$ cat src/rtl/riscv_divmod_unit_pkg.sv
// Shared types and constants for the iterative signed divide/modulo unit.
//   divmod_state_e  : FSM encoding of the divide unit
//   DIV_ITERS       : quotient bits produced, one per CALC cycle
//   DIVMOD_LATENCY  : accept-to-valid latency in clocks for a non-zero divisor
package riscv_divmod_unit_pkg;

    localparam int unsigned INSTR_WIDTH = 32;

    typedef enum logic [1:0] {
        DM_IDLE,
        DM_CALC,
        DM_FIX,
        DM_DONE
    } divmod_state_e;

    localparam int unsigned DIV_ITERS      = INSTR_WIDTH;
    localparam int unsigned DIVMOD_LATENCY = DIV_ITERS + 2;

endpackage

$ cat src/rtl/riscv_divmod_unit_if.sv
// Request/response bundle between the execute stage and the divide/modulo unit.
//   master : issuing pipeline (drives request and out_ready)
//   slave  : divide/modulo unit (drives in_ready, result, tag, busy)
interface riscv_divmod_unit_if #(
    parameter int unsigned DATA_WIDTH = 32,
    parameter int unsigned TAG_WIDTH  = 4
);
    logic                  in_valid;
    logic                  in_ready;
    logic                  in_is_mod;
    logic [DATA_WIDTH-1:0] in_dividend;
    logic [DATA_WIDTH-1:0] in_divisor;
    logic [TAG_WIDTH-1:0]  in_rd;
    logic                  out_valid;
    logic                  out_ready;
    logic [DATA_WIDTH-1:0] out_result;
    logic [TAG_WIDTH-1:0]  out_rd;
    logic                  busy;

    modport master (
        output in_valid, in_is_mod, in_dividend, in_divisor, in_rd, out_ready,
        input  in_ready, out_valid, out_result, out_rd, busy
    );

    modport slave (
        input  in_valid, in_is_mod, in_dividend, in_divisor, in_rd, out_ready,
        output in_ready, out_valid, out_result, out_rd, busy
    );
endinterface

$ cat src/rtl/riscv_divmod_unit.sv
// Iterative signed divide/modulo unit (radix-2 restoring, one quotient bit per clock).
// Ports:
//   clk    : rising-edge clock
//   rst_n  : asynchronous active-low reset
//   flush  : synchronous kill of any in-flight or pending result
//   bus    : slave side of riscv_divmod_unit_if (request, result, busy stall)
// Truncates toward zero; remainder carries the dividend's sign. Divide by zero
// returns all ones / the dividend after one clock. MIN_INT / -1 wraps to MIN_INT.
module riscv_divmod_unit
    import riscv_divmod_unit_pkg::*;
#(
    parameter int unsigned DATA_WIDTH = 32,
    parameter int unsigned TAG_WIDTH  = 4
) (
    input  logic                 clk,
    input  logic                 rst_n,
    input  logic                 flush,
    riscv_divmod_unit_if.slave   bus
);

    localparam logic [5:0] LAST_ITER = 6'(DATA_WIDTH - 1);

    divmod_state_e         state;
    logic [DATA_WIDTH-1:0] rem;
    logic [DATA_WIDTH-1:0] quo;
    logic [DATA_WIDTH-1:0] dvs;
    logic [5:0]            iter;
    logic                  neg_q;
    logic                  neg_r;
    logic                  is_mod;
    logic [TAG_WIDTH-1:0]  rd_q;
    logic                  valid_q;
    logic [DATA_WIDTH-1:0] result_q;

    logic                  a_neg;
    logic                  b_neg;
    logic [DATA_WIDTH-1:0] a_mag;
    logic [DATA_WIDTH-1:0] b_mag;
    logic [DATA_WIDTH:0]   shifted;
    logic [DATA_WIDTH:0]   trial;

    always_comb begin
        a_neg   = bus.in_dividend[DATA_WIDTH-1];
        b_neg   = bus.in_divisor[DATA_WIDTH-1];
        // |MIN_INT| is representable as an unsigned magnitude
        a_mag   = a_neg ? -bus.in_dividend : bus.in_dividend;
        b_mag   = b_neg ? -bus.in_divisor  : bus.in_divisor;
        // Next dividend bit enters the partial remainder; the extra top bit
        // of trial is the borrow that decides restore vs. keep.
        shifted = {rem, quo[DATA_WIDTH-1]};
        trial   = shifted - {1'b0, dvs};
    end

    always_ff @(posedge clk or negedge rst_n) begin
        if (!rst_n) begin
            state    <= DM_IDLE;
            rem      <= '0;
            quo      <= '0;
            dvs      <= '0;
            iter     <= '0;
            neg_q    <= 1'b0;
            neg_r    <= 1'b0;
            is_mod   <= 1'b0;
            rd_q     <= '0;
            valid_q  <= 1'b0;
            result_q <= '0;
        end else if (flush) begin
            state   <= DM_IDLE;
            valid_q <= 1'b0;
        end else begin
            case (state)
                DM_IDLE: begin
                    if (bus.in_valid) begin
                        is_mod <= bus.in_is_mod;
                        rd_q   <= bus.in_rd;
                        neg_q  <= a_neg ^ b_neg;
                        neg_r  <= a_neg;
                        dvs    <= b_mag;
                        quo    <= a_mag;
                        rem    <= '0;
                        iter   <= '0;
                        if (bus.in_divisor == '0) begin
                            result_q <= bus.in_is_mod ? bus.in_dividend : '1;
                            valid_q  <= 1'b1;
                            state    <= DM_DONE;
                        end else begin
                            state <= DM_CALC;
                        end
                    end
                end
                DM_CALC: begin
                    if (trial[DATA_WIDTH]) begin
                        rem <= shifted[DATA_WIDTH-1:0];
                        quo <= {quo[DATA_WIDTH-2:0], 1'b0};
                    end else begin
                        rem <= trial[DATA_WIDTH-1:0];
                        quo <= {quo[DATA_WIDTH-2:0], 1'b1};
                    end
                    iter <= iter + 6'd1;
                    if (iter == LAST_ITER) begin
                        state <= DM_FIX;
                    end
                end
                DM_FIX: begin
                    if (is_mod) begin
                        result_q <= neg_r ? -rem : rem;
                    end else begin
                        result_q <= neg_q ? -quo : quo;
                    end
                    valid_q <= 1'b1;
                    state   <= DM_DONE;
                end
                DM_DONE: begin
                    if (bus.out_ready) begin
                        valid_q <= 1'b0;
                        state   <= DM_IDLE;
                    end
                end
                default: state <= DM_IDLE;
            endcase
        end
    end

    assign bus.in_ready   = (state == DM_IDLE);
    assign bus.busy       = (state != DM_IDLE);
    assign bus.out_valid  = valid_q;
    assign bus.out_result = result_q;
    assign bus.out_rd     = rd_q;

endmodule

$ cat src/flat_wrapper.sv
// flat-port wrapper written by rule: the top's interface ports become plain ports
module riscv_divmod_unit_flat import riscv_divmod_unit_pkg::*;
#(
    parameter int unsigned DATA_WIDTH = 32,
    parameter int unsigned TAG_WIDTH  = 4
)
  (clk, rst_n, flush, bus_in_valid, bus_in_is_mod, bus_in_dividend, bus_in_divisor, bus_in_rd, bus_out_ready, bus_in_ready, bus_out_valid, bus_out_result, bus_out_rd, bus_busy);
  riscv_divmod_unit_if #(.DATA_WIDTH(DATA_WIDTH), .TAG_WIDTH(TAG_WIDTH)) bus_i ();
  input  logic clk;
  input  logic rst_n;
  input  logic flush;
  input wire logic [$bits(bus_i.in_valid)-1:0] bus_in_valid;
  input wire logic [$bits(bus_i.in_is_mod)-1:0] bus_in_is_mod;
  input wire logic [$bits(bus_i.in_dividend)-1:0] bus_in_dividend;
  input wire logic [$bits(bus_i.in_divisor)-1:0] bus_in_divisor;
  input wire logic [$bits(bus_i.in_rd)-1:0] bus_in_rd;
  input wire logic [$bits(bus_i.out_ready)-1:0] bus_out_ready;
  output wire logic [$bits(bus_i.in_ready)-1:0] bus_in_ready;
  output wire logic [$bits(bus_i.out_valid)-1:0] bus_out_valid;
  output wire logic [$bits(bus_i.out_result)-1:0] bus_out_result;
  output wire logic [$bits(bus_i.out_rd)-1:0] bus_out_rd;
  output wire logic [$bits(bus_i.busy)-1:0] bus_busy;
  assign bus_i.in_valid = bus_in_valid;
  assign bus_i.in_is_mod = bus_in_is_mod;
  assign bus_i.in_dividend = bus_in_dividend;
  assign bus_i.in_divisor = bus_in_divisor;
  assign bus_i.in_rd = bus_in_rd;
  assign bus_i.out_ready = bus_out_ready;
  assign bus_in_ready = bus_i.in_ready;
  assign bus_out_valid = bus_i.out_valid;
  assign bus_out_result = bus_i.out_result;
  assign bus_out_rd = bus_i.out_rd;
  assign bus_busy = bus_i.busy;
  riscv_divmod_unit #(.DATA_WIDTH(DATA_WIDTH), .TAG_WIDTH(TAG_WIDTH)) u_core (.clk(clk), .rst_n(rst_n), .flush(flush), .bus(bus_i));
endmodule
$ cat config.mk
export PLATFORM = sky130hd
export DESIGN_NAME = riscv_divmod_unit_flat
export DESIGN_NICKNAME = d
export VERILOG_FILES = /design/src/rtl/riscv_divmod_unit_pkg.sv /design/src/rtl/riscv_divmod_unit_if.sv /design/src/rtl/riscv_divmod_unit.sv /design/src/flat_wrapper.sv
export SDC_FILE = /design/constraint.sdc
export NUM_CORES = 1
export LEC_CHECK = 0
export BUFFER_PORTS_ARGS = -buffer_cell sky130_fd_sc_hd__clkbuf_2
export CORE_AREA = 10 10 244 130
export DETAILED_ROUTE_END_ITERATION = 16
export DIE_AREA = 0 0 254 140
export MAX_ROUTING_LAYER = met4
export SLEW_MARGIN = 30
export SYNTH_ARGS = -nofsm -noshare
export SYNTH_HDL_FRONTEND = slang
export SYNTH_SLANG_ARGS = --single-unit
$ cat constraint.sdc
create_clock -name clk -period 3.87 [get_ports clk]
set_input_delay 0.5805 -clock clk [delete_from_list [all_inputs] [get_ports clk]]
set_output_delay 0.5805 -clock clk [all_outputs]
set_load 0.05 [all_outputs]
After elaboration in Yosys (flattened, before gate mapping)
Index checks and enable logic that the tools add are counted.
{ "word_totals": {"output_inout_bits": 39, "ff_bits": 144, "word_cells": 68, "inputBits": 74} }
{ "op_classes": {"n_reduce_logical": 11, "bitwise": 2, "n_eq_ne": 10, "add_sub_neg": 6, "n_mux": 28} }
{ "op_table": {"columns": ["cell", "count"], "rows": [
  ["32-bit 2-to-1 mux", 11],
  ["32-bit one-hot mux with 2 select lines", 3],
  ["32-bit negator", 4],
  ["33-bit by 32-bit subtractor with 33-bit output", 1],
  ["32-bit zero test", 1],
  ["6-bit one-hot mux with 2 select lines", 1],
  ["2-bit 2-to-1 mux", 5],
  ["3-bit AND reduction", 3],
  ["2-bit one-hot mux with 4 select lines", 1],
  ["4-bit AND reduction", 2],
  ["6-bit by 1-bit adder with 6-bit output, second input constant", 1],
  ["6-bit by 5-bit equality test with 1-bit output, second input constant", 1],
  ["6-bit 2-to-1 mux", 1],
  ["3-bit by 2-bit inequality test with 1-bit output, second input constant", 2],
  ["3-bit inequality test, second input constant", 2],
  ["2-bit nonzero test", 3],
  ["1-bit 2-to-1 mux", 5],
  ["2-bit equality test, second input constant", 2],
  ["4-bit nonzero test", 1],
  ["1-bit one-hot mux with 3 select lines", 1],
  ["2-bit by 1-bit equality test with 1-bit output, second input constant", 1],
  ["2-bit zero test", 1],
  ["2-bit by 1-bit inequality test with 1-bit output, second input constant", 1],
  ["2-bit inequality test, second input constant", 1],
  ["2 further kinds", 2]
]} }

Longest topological paths before layout
Gate-level depths: netlist of run 1.
{ "logic_depth": {"ltp_word": 5, "mapped_depth": 13, "depth_no_buf": 12} }

Worst setup path before layout of run 1
No wires, ideal clock.
{ "synth_timing": {"kind": "input to register", "start": "in bus_in_dividend[10]", "end": "reg u_core.quo[29]", "required_time_ns": 3.739, "slack_ns": 0.613, "arrival_time_ns": 3.126, "path_stages": 9, "setup_time_ns": 0.131, "cell_sequence": "or4_4 nor4_4 nand3_2 or4_4 or3_4 or4_4 o41ai_4 xor2_1 o22ai_1"} }
{ "synth_between": {"elab_chain_len": 4} }
{ "synth_rtl": {"columns": ["element", "line_no", "rtl"], "rows": [
  ["start: declaration", "flat_wrapper.sv:14", "input wire logic [$bits(bus_i.in_dividend)-1:0] bus_in_dividend;"],
  ["32-bit negator", "riscv_divmod_unit.sv:46", "a_mag = a_neg ? -bus.in_dividend : bus.in_dividend;"],
  ["32-bit 2-to-1 mux", "riscv_divmod_unit.sv:46", null],
  ["32-bit 2-to-1 mux", "riscv_divmod_unit.sv:73", "if (bus.in_valid) begin"],
  ["32-bit one-hot mux with 2 select lines", "riscv_divmod_unit.sv:71", "case (state)"],
  ["end signal: assignment", "riscv_divmod_unit.sv:79", "quo <= a_mag;"],
  ["end signal: assignment", "riscv_divmod_unit.sv:94", "quo <= {quo[DATA_WIDTH-2:0], 1'b0};"],
  ["end signal: assignment", "riscv_divmod_unit.sv:97", "quo <= {quo[DATA_WIDTH-2:0], 1'b1};"],
  ["end: declaration", "riscv_divmod_unit.sv:25", "logic [DATA_WIDTH-1:0] quo;"]
]} }
No other way between the ends. The select of a mux whose other input is x is not followed.
A chain may end at the register's enable or synchronous reset.

Worst setup path in the final report of run 1
{ "layout_timing": {"start": "reg u_core.rem[16]", "end": "reg u_core.rem[3]"} }
{ "layout_between": {"elab_chain_len": 3} }
{ "layout_rtl": {"columns": ["element", "line_no", "rtl"], "rows": [
  ["start: declaration", "riscv_divmod_unit.sv:24", "logic [DATA_WIDTH-1:0] rem;"],
  ["start signal: assignment", "riscv_divmod_unit.sv:93", "rem <= shifted[DATA_WIDTH-1:0];"],
  ["start signal: assignment", "riscv_divmod_unit.sv:96", "rem <= trial[DATA_WIDTH-1:0];"],
  ["33-bit by 32-bit subtractor with 33-bit output", "riscv_divmod_unit.sv:51", "trial = shifted - {1'b0, dvs};"],
  ["32-bit 2-to-1 mux", "riscv_divmod_unit.sv:92", "if (trial[DATA_WIDTH]) begin"],
  ["32-bit one-hot mux with 2 select lines", "riscv_divmod_unit.sv:71", null]
]} }
No other way between the ends.

==> impl.org, run 1 <==
** Yosys
- The synthesized netlist contains between 60 and 70 unique library cells.
- In this run, synthesis inferred 0 flip-flops with an integrated enable.
- Mean cell area of the mapped netlist :: around 8.2 sq um
- The commonest cells after synthesis are nand2_1 (192), o21ai_0 (187), dfrtp_1 (144), xor2_1 (83), nor2_1 (70).
- Proportion of netlist area held by the largest area contributor :: between 30% and 40%
- Portion of the post-synthesis area used by sequential elements :: 33.3%
- Gate count after technology mapping :: 1325
- Ys Warns :: 0
- Mapped cell area :: 0.0108 sq mm
- In the synthesized netlist the dominant register cell turns out to be dfrtp_1.
- When the netlist entered floorplanning its net count stood at about 1.4k.
- Async set-reset flop share out of synthesis :: 100%
- The most common cell in the synthesized netlist is nand2_1.
- Number of synthesized register bits :: 144
- Largest cells by area after synthesis :: dfrtp_1 (33%), o21ai_0 (8.7%), xor2_1 (6.7%), nand2_1 (6.7%), xnor2_1 (5.3%)
- Of all cell types, the one taking the most synthesized area is dfrtp_1.

** CTS
- Inserted Clock Buffers :: 17
- Maximum clock insertion buffer count :: 2
- CTS saw 144 sinks.
- CTS Root Cell :: clkbuf_16
- In this run the number of H-tree levels came out at 4.
- After clock tree synthesis, the clock-pin slew on the worst setup and hold paths is 0.06 ns.
- TritonCTS clock tree :: built
- In this run the post-CTS setup repair buffer count came out at 0.
- For the worst-skew pair, the clock arrives at the later sink with an insertion delay of around 0.45 ns.
- PostCTS Resize Cnt :: 0
- Number of buffers added to fix hold violations after cts :: 0

** STA
- Clock skew on the completed layout was measured at ~0.011 ns.
- Final WS setup :: 0.267 ns
- Setup repair after global routing left no endpoint under its margin.
- Count of pins over their slew limit :: 0
- The worst pin sits at a relative slew slack of 44.9%.
- Worst Max-Slew Pin Slew :: 0.827 ns
- Final Hold Violating Endpoints :: 0
- Setup violations remaining at the end of the flow were counted as 0.
- Based on the critical path, the design can be clocked at up to 278 MHz.
- The routed design could run at a clock period as short as 3.60 ns.
- Period utilisation layout :: 93.1%

** Layout
- For this run, the post-layout net count is 1536.
- Non-filler cells, final :: 1793
- Fraction of layout instances using a drive strength above 1 :: between 10 and 15%
- The layout has 2734 filler cells.
- 0 antenna diodes ended up in the layout.
- Area Growth Syn to Fin :: 15.6%

** Global routing
- Number of antenna violations at the first check in global routing :: 0
- Global routing consumed, over all layers together, between 20% and 30% of the routing resources.
- The number of global-route vias before repair is 9757.
- Entering global routing, the biggest net connects 93 pins.
- Gr ovfl total :: 0
- The first global-routing pass estimated 56.8 mm of wire.

** Worst setup path
- Peak fanout along the critical path :: 31
- Flop-to-flop setup slack :: 0.27 ns
- Origin of the critical flop-to-flop path :: u_core.rem[16]$_DFFE_PN0P_
- STA classifies the critical path endpoint as a register.
- Class of the most critical setup path :: reg2reg
- STA puts the critical path data required time at 4.19 ns.
- Measured in cells, the most critical reg-to-reg path has a length of 11.
- The endpoint identified for the worst register-to-register timing path is u_core.rem[3]$_DFFE_PN0P_.
- The worst setup path is launched from a register.
- Arrival time at the worst endpoint :: 3.92 ns

** Floorplan
- For this configuration, the core starts out at a cell density of 39.5%.
- During I/O placement, the number of pins put on the boundary was 113.
- After floorplanning, the core was sized to cover 0.0273 sq mm.
- Die extent in x :: 254 microns
- After floorplanning, the core was divided into 43 placement rows.
- Die Ht :: around 140 microns
- Overall die area :: 0.0356 sq mm

** Drt
- Count of routing violations after the opening detailed-route iteration :: 1250
- For this run, design rule violations remaining after detail routing come to 0.
- Count of TritonRoute iterations in the first routing pass :: 7
- Overall via count from detail_route :: roughly 10k
- Vias per std cell :: just under 6
- Wires add up to roughly 36 mm.
- In the final routed layout, each cell accounts on average for about 20 microns.
- The count of nets left with antenna violations once routing finished came out at 0.

** Placed design
- Final weighted congestion in routability-driven placement :: 0.948
- Dpl ws :: -0.141 ns
- The number of placed instances, taps included, is 1761.
- Port buffering added between 100 and 150 buffers.
- Detailed-placement wirelength estimate :: 27.8 mm

** Hold path
- The path class of the tightest hold or removal check is in2async.

** Outcome
- Result of the run :: finished, final reports clean

** Flow run
- The tool flagged a number of max-cap violations equal to 0.

** Power
- Leak pwr :: 5.54 nW
- PwrDens :: 1090 mW/mm^2
- Highest ir drop seen on vdd :: 551 uV
[through the flow]
step	hold slack (ns)	TNS (ns)	power [mW]	area, sq um	util [%]
6_report	0.193	0	13.6	12500	45.7
5_1_grt	0.257	0	14.6	12500	45.7
3_3_place_gp	0.458	-0.486	11.6	11900	43.5
2_1_floorplan	0.285	0	9.07	10800	-
4_1_cts	0.272	0	13.4	12500	45.7
3_5_place_dp	0.467	-0.268	11.7	11900	43.5
[flip-flops by register name, summed over array words and instances (netlist names)]
register and flops:
u_core.dvs 32, u_core.bus.out_valid 1, u_core.neg_q 1, u_core.neg_r 1
u_core.quo 32, u_core.rem 32, u_core.bus.out_rd 4, u_core.iter 6
u_core.state 2, u_core.bus.out_result 32, u_core.is_mod 1
[worst max-delay path by stage]
stage                                    start                              endpoint  cells past startpoint
floorplan                  bus_in_dividend[10]            u_core.quo[29]$_DFFE_PN0P_                      9
global placement             bus_in_divisor[8]  u_core.bus.out_result[0]$_DFFE_PN0P_                     11
detailed placement           bus_in_divisor[8]  u_core.bus.out_result[0]$_DFFE_PN0P_                     11
CTS                          bus_in_divisor[8]  u_core.bus.out_result[0]$_DFFE_PN0P_                     11
global route        u_core.quo[31]$_DFFE_PN0P_            u_core.rem[19]$_DFFE_PN0P_                     14
finish              u_core.rem[16]$_DFFE_PN0P_             u_core.rem[3]$_DFFE_PN0P_                     11
[worst max-delay path, cell delays in order (launching register included)]
cell and delay (ns):
dfrtp_1 0.43, ha_1 0.40, a21o_1 0.21, a311oi_1 0.50, o2111ai_1 0.31, a311oi_1 0.59
o41ai_2 0.11, buf_4 0.17, xor2_4 0.15, buf_12 0.24, mux2i_1 0.24, o21ai_0 0.10
[routing by layer]
layer  GRT usage (%)  vias up  wire length (microns)
met4            3.60        0                    237
met3            5.41       21                   3430
li1                -     4952                      -
met2            25.9      395                  13800
met5               -        -                      0
met1            32.2     4993                  18300
[report_power, final]
part           switching [mW]  leakage (nW)  internal (mW)
Clock                   0.713         0.275          0.985
Combinational            5.65          3.42           3.28
Sequential              0.759          1.84           2.16
Total                    7.13          5.54           6.43
[logic make-up after synthesis]
logic type	Yosys count	share of synthesized area, %
AOI/OAI and AO/OA	430	24.7
xor gates and xnor gates	148	12.0
adders and majority gates	42	4.93
buffers and inverters	128	4.48
DFF	144	33.3
muxes	32	2.96
and+or+nand+nor	401	17.6
[layout make-up]
class | instances | area, sq um | area share (%)
Clock buffer | 20 | 457 | 3.66
Sequential cell | 144 | 3600 | 28.9
Tap cell | 360 | 450 | 3.61
Multi-Input combinational cell | 1053 | 6770 | 54.2
Clock inverter | 12 | 134 | 1.07
Timing Repair Buffer | 149 | 872 | 6.98
Inverter | 55 | 206 | 1.65
[placed cells by master, fill, tap and decap left out, types with 17 or more instances in the layout]
cell type | synthesis | layout
inv_1 | 55 | 55
buf_4 | 0 | 35
clkbuf_2 | 0 | 111
o41ai_1 | 17 | 17
xnor2_1 | 65 | 65
dfrtp_1 | 144 | 143
o31ai_1 | 42 | 42
a21oi_1 | 69 | 68
xor2_1 | 83 | 82
o22ai_1 | 23 | 23
ha_1 | 41 | 41
nor2_1 | 70 | 69
or4_1 | 17 | 17
nand2_1 | 192 | 191
o21ai_0 | 187 | 187
mux2i_1 | 32 | 32
clkbuf_16 | 0 | 17
No activity file was read; power rests on OpenSTA's default activity.
==> run 2: changes to the inputs <==
- CORE_AREA: 10 10 244 130 -> 10 10 236 126
- DIE_AREA: 0 0 254 140 -> 0 0 246 136
==> run 2 against run 1 <==
Compared with the run above: die area down 5.9%; combinational power about the same; clock skew down 0.0034 ns; clock power up 10%; critical path type unchanged; largest cell class unchanged.
==> impl.org, run 2 (synthesized netlist as in run 1, its figures left out) <==
** CTS
- The clock net in this run drives a total of 144 sinks.
- For this design, the CTS-stage hold fixing added 0 buffers.
- Clock-pin slew was measured on the worst setup and hold paths at 0.07 ns.
- TritonCTS clock tree :: built
- Counting the buffers created by CTS gives 17.
- The clock reaches the later pin of the worst-skew pair after 0.45 ns.
- CTS Root Cell :: clkbuf_16
- Number of H-tree levels :: 4
- Maximum clock insertion buffer count :: 2
- Number of post-CTS setup repair buffers :: 0
- PostCTS Resize Cnt :: 0

** Global routing
- Vias in the first global route :: 9671
- All-Layer GR Usage :: 22.5%
- Wire length of the first global-routing pass :: 57.1 mm
- Number of antenna violations at the first check in global routing :: 0
- Largest net degree at the start of global routing :: 72
- The total overflow left after global routing is 0.

** Drt
- For this run, the detailed router's first-pass iteration total came to 5.
- Vias per std cell :: 5.82
- For this block, the routed nets add up to 36.6 mm of wire.
- For this block, the initial DRC count from the detailed router was 1178.
- The routed layout has 10.4k vias.
- Remaining design rule violation count :: 0
- In this run the remaining antenna-violating nets after routing total 0.
- In the final routed layout, each cell accounts on average for 20.5 microns.

** Floorplan
- Ports :: 113
- The floorplan step defined a die boundary enclosing ~0.033 sq mm.
- From left edge to right edge, the die measures 246 microns.
- The initial utilization of the core area, before any placement, comes to 41.9%.
- In this run the vertical extent of the chip is roughly 140 microns.
- The core region is between 0.02 and 0.03 sq mm.
- The initialized floorplan defines 42 standard-cell rows.

** Worst setup path
- Arrival time at the worst endpoint :: 3.90 ns
- The worst setup path is launched from a register.
- In this run the worst path has a maximum fanout of 5.
- Category of the worst setup path capture point :: register
- At the worst endpoint, the required time is 4.26 ns.
- Class of the most critical setup path :: reg2reg

** Placed design
- Total of buffers placed on input and output ports :: 112
- At the end of routability-driven placement, the weighted congestion stood at between 0.9 and 1.
- Summed over all nets, the half-perimeter wirelength after detailed placement is ~28 mm.

** Layout
- Fin nets :: 1537
- The top cell types in the final layout, fill and taps aside, are nand2_1 (192), o21ai_0 (187), dfrtp_1 (144).
- The sequential cells in the finished layout cover a total of 0.00360 sq mm.
- Most common cell after layout, fill and taps aside :: nand2_1
- The post-route netlist has 13.9% of its cells at a drive strength greater than 1.
- The filler cells instantiated in the layout total ~2.5k.
- Relative to the synthesized area, the layout overhead comes to 16.0%.
- Multi-input gate area in the final layout :: 0.00676 sq mm
- Number of diodes added for antenna fixing :: 0

** STA
- Setup total negative slack on the finished layout was measured at 0 ns.
- FMAX :: 284 MHz
- RSZ-0062 raised after global routing :: false
- Setup violations remaining at the end of the flow were counted as 0.
- In the finished design, the share of the clock period the worst path needs comes to 90.8%.
- Count of pins over their slew limit :: 0
- Layout Skew :: 0.00752 ns
- Slew HR :: 34.8%
- Worst Max-Slew Pin Slew :: 0.979 ns
- Shortest period the worst path allows :: 3.52 ns
- The hold violation total from the final report was 0.

** Outcome
- Result of the run :: finished, final reports clean

** Power
- Power spread over the standard cell area amounts to 1100 mW/mm^2.
- Leak pwr :: 5.57 nW
- Across the VDD grid, the largest voltage drop is 492 uV.
- After layout, the design draws a total of 13.8 mW.

** Flow run
- Max-capacitance violation count :: 0

** Hold path
- In this run the worst hold path is classified as in2async.
==> run 2: changes by cell type in the layout (fill, tap and decap cells not counted), moves of 2 or more <==
cell | previous run | this run
bufinv_16 | 2 | 5
clkbuf_1 | 1 | 3
inv_6 | 2 | 0
clkinvlp_4 | 5 | 3
==> run 2: power by group <==
part	internal [mW]	switching [mW]	leakage (nW)
Clock	1.18	0.694	0.306
Combinational	3.30	5.66	3.42
Sequential	2.16	0.801	1.84
==> run 2: per-layer routing <==
layer | GRT usage, % | vias up | share of wire (%)
met2 | 26.9 | 445 | 36
met1 | 35.0 | 4982 | 53
met5 | - | - | 0
met4 | 3.03 | 0 | 0.62
li1 | - | 4949 | -
met3 | 7.27 | 25 | 10
==> run 2: per-stage QoR <==
stage               hold WS (ns)  setup slack, ns  std cells  area, sq um  utilization [%]
floorplan                  0.285            0.613       1325        10800                -
global placement           0.459            0.337       1754        11900             46.1
detailed placement         0.466            0.277       1754        11900             46.1
CTS                        0.191            0.398       1786        12500             48.6
global route               0.211            0.141       1786        12500             48.6
finish                     0.170            0.355       1786        12500             48.6
==> run 2: worst max-delay path, cell delays in order (launching register included) <==
cell	delay, ns
dfrtp_1	0.43
or4_1	0.71
nor4_1	0.38
nand2_1	0.18
or3_1	0.54
o31ai_1	0.28
xnor2_1	0.30
nor2_1	0.08
a2111oi_0	0.39
a211o_1	0.16
==> run 2: cell type report <==
class | count | share of cell area (%)
inverter | 55 | 1.65
tap | 352 | 3.51
sequential | 144 | 28.7
clock inverter | 10 | 1.46
timing repair buffer | 150 | 7.00
clock buffer | 22 | 3.70
multi-input combinational | 1053 | 53.9
==> run 2: path summary, 6_finish.rpt <==
path                       cells after the start                                    end  slack [ns]                        from
setup / recovery                               9  u_core.bus.out_result[25]$_DFFE_PN0P_        0.35  u_core.quo[10]$_DFFE_PN0P_
hold / removal                                 1             u_core.dvs[29]$_DFFE_PN0P_        0.17                       rst_n
setup reg to reg                               9  u_core.bus.out_result[25]$_DFFE_PN0P_        0.35  u_core.quo[10]$_DFFE_PN0P_
hold reg to reg                                2             u_core.dvs[28]$_DFFE_PN0P_        0.48  u_core.dvs[28]$_DFFE_PN0P_
max in group asynchronous                      2             u_core.rem[31]$_DFFE_PN0P_        2.79                       rst_n
min in group clk                               3       u_core.bus.out_rd[2]$_DFFE_PN0P_        0.32                bus_in_rd[2]
==> run 3: changes to the inputs <==
- BUFFER_PORTS_ARGS: -buffer_cell sky130_fd_sc_hd__clkbuf_2 -> not set
- DONT_BUFFER_PORTS: not set -> 1
- GPL_TIMING_DRIVEN: not set -> 0
==> run 3 against run 2 <==
Compared with the run above: the run now ends with hold timing left; via count is 0.70% higher; worst setup slack worse by 0.18 ns; first-iteration DRC count rose by 11%; register-to-register slack got worse by 0.18 ns; fmax fell by 4.7%; critical path depth rose by 2; die area did not move; combinational power fell by 7.4%; worst hold slack lost 0.35 ns; utilization down 2.1 points; clock-buffer cell count fell by 1; clock power about the same; critical path type unchanged.
==> impl.org, run 3 (synthesized netlist as in run 1, its figures left out) <==
** Worst setup path
- Traced cell by cell, the critical path runs through ha_1 > nand2_1 > or4_1 > o2111ai_1 > a311oi_1 > o41ai_2 > buf_4 > xor2_4 > buf_6 > mux2i_1 > o21ai_0.
- Slowest Stage Delay on Critical Path :: 0.61 ns
- At the worst endpoint, the arrival time is about 4 ns.
- Crit path buf inv count :: 2
- STA classifies the critical path startpoint as a register.
- Class of the most critical setup path :: reg2reg
- Critical path's top delay family :: compound AO/OA/AOI/OAI gates
- Category of the worst setup path capture point :: register
- In this run the worst path has a maximum fanout of 10.
- The largest individual stage delay along the critical path comes from the cell or4_1.
- STA puts the critical path data required time at 4.18 ns.

** CTS
- Maximum clock insertion buffer count :: 2
- Clock transition time at the flip-flop clock pins of the worst setup and hold paths :: 0.06 ns
- CTS sink cnt :: between 100 and 150
- In this run the clock root is driven by a clkbuf_16.
- The H-tree was split into 4 levels.
- TritonCTS clock tree :: built
- Inserted Clock Buffers :: 17
- Latest clock arrival within the worst-skew pair :: 0.46 ns

** STA
- Total setup violations reported at the end of the flow :: 0
- Sum Neg Setup Slack :: 0 ns
- Shortest period the worst path allows :: between 3 and 4 ns
- In this run the tightest slew margin relative to its limit is 37.0%.
- RSZ-0062 raised after global routing :: false
- Hold Worst Slack :: -0.185 ns
- Layout Skew :: 0.00829 ns
- The hold violation total from the final report was between 100 and 150.
- FMAX :: 271 MHz
- Count of pins over their slew limit :: 0
- The worst path uses 95.4% of the clock period.
- Final WS setup :: 0.180 ns
- For the pin with the worst max-slew slack, the measured transition is 0.936 ns.

** Power
- Summed over all nets, the switching power comes to 7.40 mW.
- Of the total power, registers draw 26.4%.
- Internal power comes to 6.37 mW.
- PwrDens :: 1150 mW/mm^2
- Leak pwr :: 5.03 nW
- Design Power :: 13.8 mW
- The clock network is responsible for 13.3% of the overall power.
- IR analysis of the VDD net gives a maximum drop of 553 uV.
- In this run, the combinational gates consume 60.2% of the power.
- In this run switching power makes up between 50% and 60% of total power.

** Floorplan
- Ports :: 113
- In this run the horizontal extent of the chip is 246 microns.
- Number of rows in the core area :: 42
- The initial utilization of the core area, before any placement, comes to 41.9%.
- Core Area :: 0.0258 sq mm
- Overall die area :: 0.0335 sq mm
- In this run the vertical extent of the chip is 136 microns.

** Global routing
- The global routing stage identified its most utilized layer as met1.
- Number of antenna violations at the first check in global routing :: 0
- Gr ovfl total :: 0
- Global routing usage on met3 :: 8.07%
- Wire length of the first global-routing pass :: ~61 mm
- Vias in the first global route :: 9493
- For this run, global-route usage on met1 was measured as 38.7%.
- Largest net degree at the start of global routing :: roughly 150
- Met2 GRT Util :: 28.2%
- All-Layer GR Usage :: around a quarter

** Hold path
- Hold Path Class :: in2async

** Placed design
- In this run, placement finished with an instance count of 1679.
- The wire-length estimate of the detail-placed layout is 32.0 mm.
- Final weighted congestion in routability-driven placement :: approximately 0.98
- After detailed placement, the total cell area comes to roughly 0.011 sq mm.
- Input and output buffers added on the ports amount to 0.
- OpenSTA, run right after detailed placement, puts the worst setup slack at -0.0636 ns.

** Layout
- Most common cell after layout, fill and taps aside :: nand2_1
- In the layout the commonest cells are nand2_1 (192), o21ai_0 (187), dfrtp_1 (143).
- Util after Layout :: 46.5%
- Number of diodes added for antenna fixing :: 0
- Area Growth Syn to Fin :: 10.9%
- Cell area after layout :: 0.0120 sq mm
- Of the cells placed in the final design, the portion with a size suffix greater than 1 is ~4.6%.
- Non-filler cells, final :: roughly 1.7k
- Fin nets :: 1464

** Outcome
- Failing checks :: hold timing
- The run finished, with violations left.

** Drt
- The count of nets left with antenna violations once routing finished came out at 0.
- Count of TritonRoute iterations in the first routing pass :: 5
- Vias per std cell :: 6.12
- The detailed router placed roughly 10k vias in this run.
- The detailed router finished its first iteration with 1313 violations.
- For this run, design rule violations remaining after detail routing come to 0.
- Overall routed net length :: 40.6 mm
- In the final routed layout, each cell accounts on average for 23.7 microns.

** Flow run
- Max-cap violations in this run came to 0.
==> run 3: cell types whose count changed in the layout (fill, tap and decap cells not counted), sizes merged <==
| cell | before | now |
|---|---|---|
| buf | 39 | 12 |
| clkinvlp | 3 | 2 |
| clkbuf | 133 | 86 |
| bufinv | 5 | 4 |
| clkinv | 2 | 4 |
==> run 3: power by group through the flow <==
stage	Clock [mW]	Combinational (mW)	Sequential, mW
after global placement	0	7.75	3.61
final	1.84	8.29	3.64
after detailed placement	0	7.83	3.63
after CTS	1.85	7.88	3.60
after floorplan	0	5.77	3.30
after global routing	1.91	9.02	3.72
==> run 3: worst paths after layout <==
check                                                 from  slack, ns  cells past startpoint                          endpoint
max in group asynchronous                            rst_n       3.61                      0  u_core.bus.out_valid$_DFFE_PN0P_
worst min-delay path                                 rst_n      -0.18                      0        u_core.dvs[28]$_DFFE_PN0P_
worst max-delay path            u_core.rem[13]$_DFFE_PN0P_       0.18                     11        u_core.rem[19]$_DFFE_PN0P_
min in group clk                              bus_in_rd[3]       0.23                      2  u_core.bus.out_rd[3]$_DFFE_PN0P_
worst max register to register  u_core.rem[13]$_DFFE_PN0P_       0.18                     11        u_core.rem[19]$_DFFE_PN0P_
worst min register to register   u_core.dvs[7]$_DFFE_PN0P_       0.48                      2         u_core.dvs[7]$_DFFE_PN0P_
==> run 3: cell type report <==
class,instances,area [sq um]
well taps,352,440
flip-flops and latches,144,3600
clock buffers,21,470
fillers,2558,13800
plain buffers,73,297
multi-input cells,1053,6780
clock inverters,10,159
repair buffers,4,30.0
inverters,55,206
==> run 3: timing repair <==
item                                   4_1_cts  5_1_grt
setup buffers                                0        2
gates resized for setup                      0       17
endpoints found under the hold margin      144      144
setup endpoints to repair                   28       32
pin swaps                                    0        1
==> run 3: worst reg2reg max path, cell delays in order (launching register included) <==
cell and delay [ns]:
dfrtp_1 0.46, ha_1 0.42, nand2_1 0.18, or4_1 0.61, o2111ai_1 0.35, a311oi_1 0.19, o41ai_2 0.34, buf_4 0.19
xor2_4 0.25, buf_6 0.22, mux2i_1 0.22, o21ai_0 0.12
==> run 3: routing by layer <==
layer / vias up / wire length, microns
met2: 567 / 14400
met1: 5078 / 20600
met3: 25 / 5210
li1: 4804 / -
met5: - / 0
met4: 0 / 337
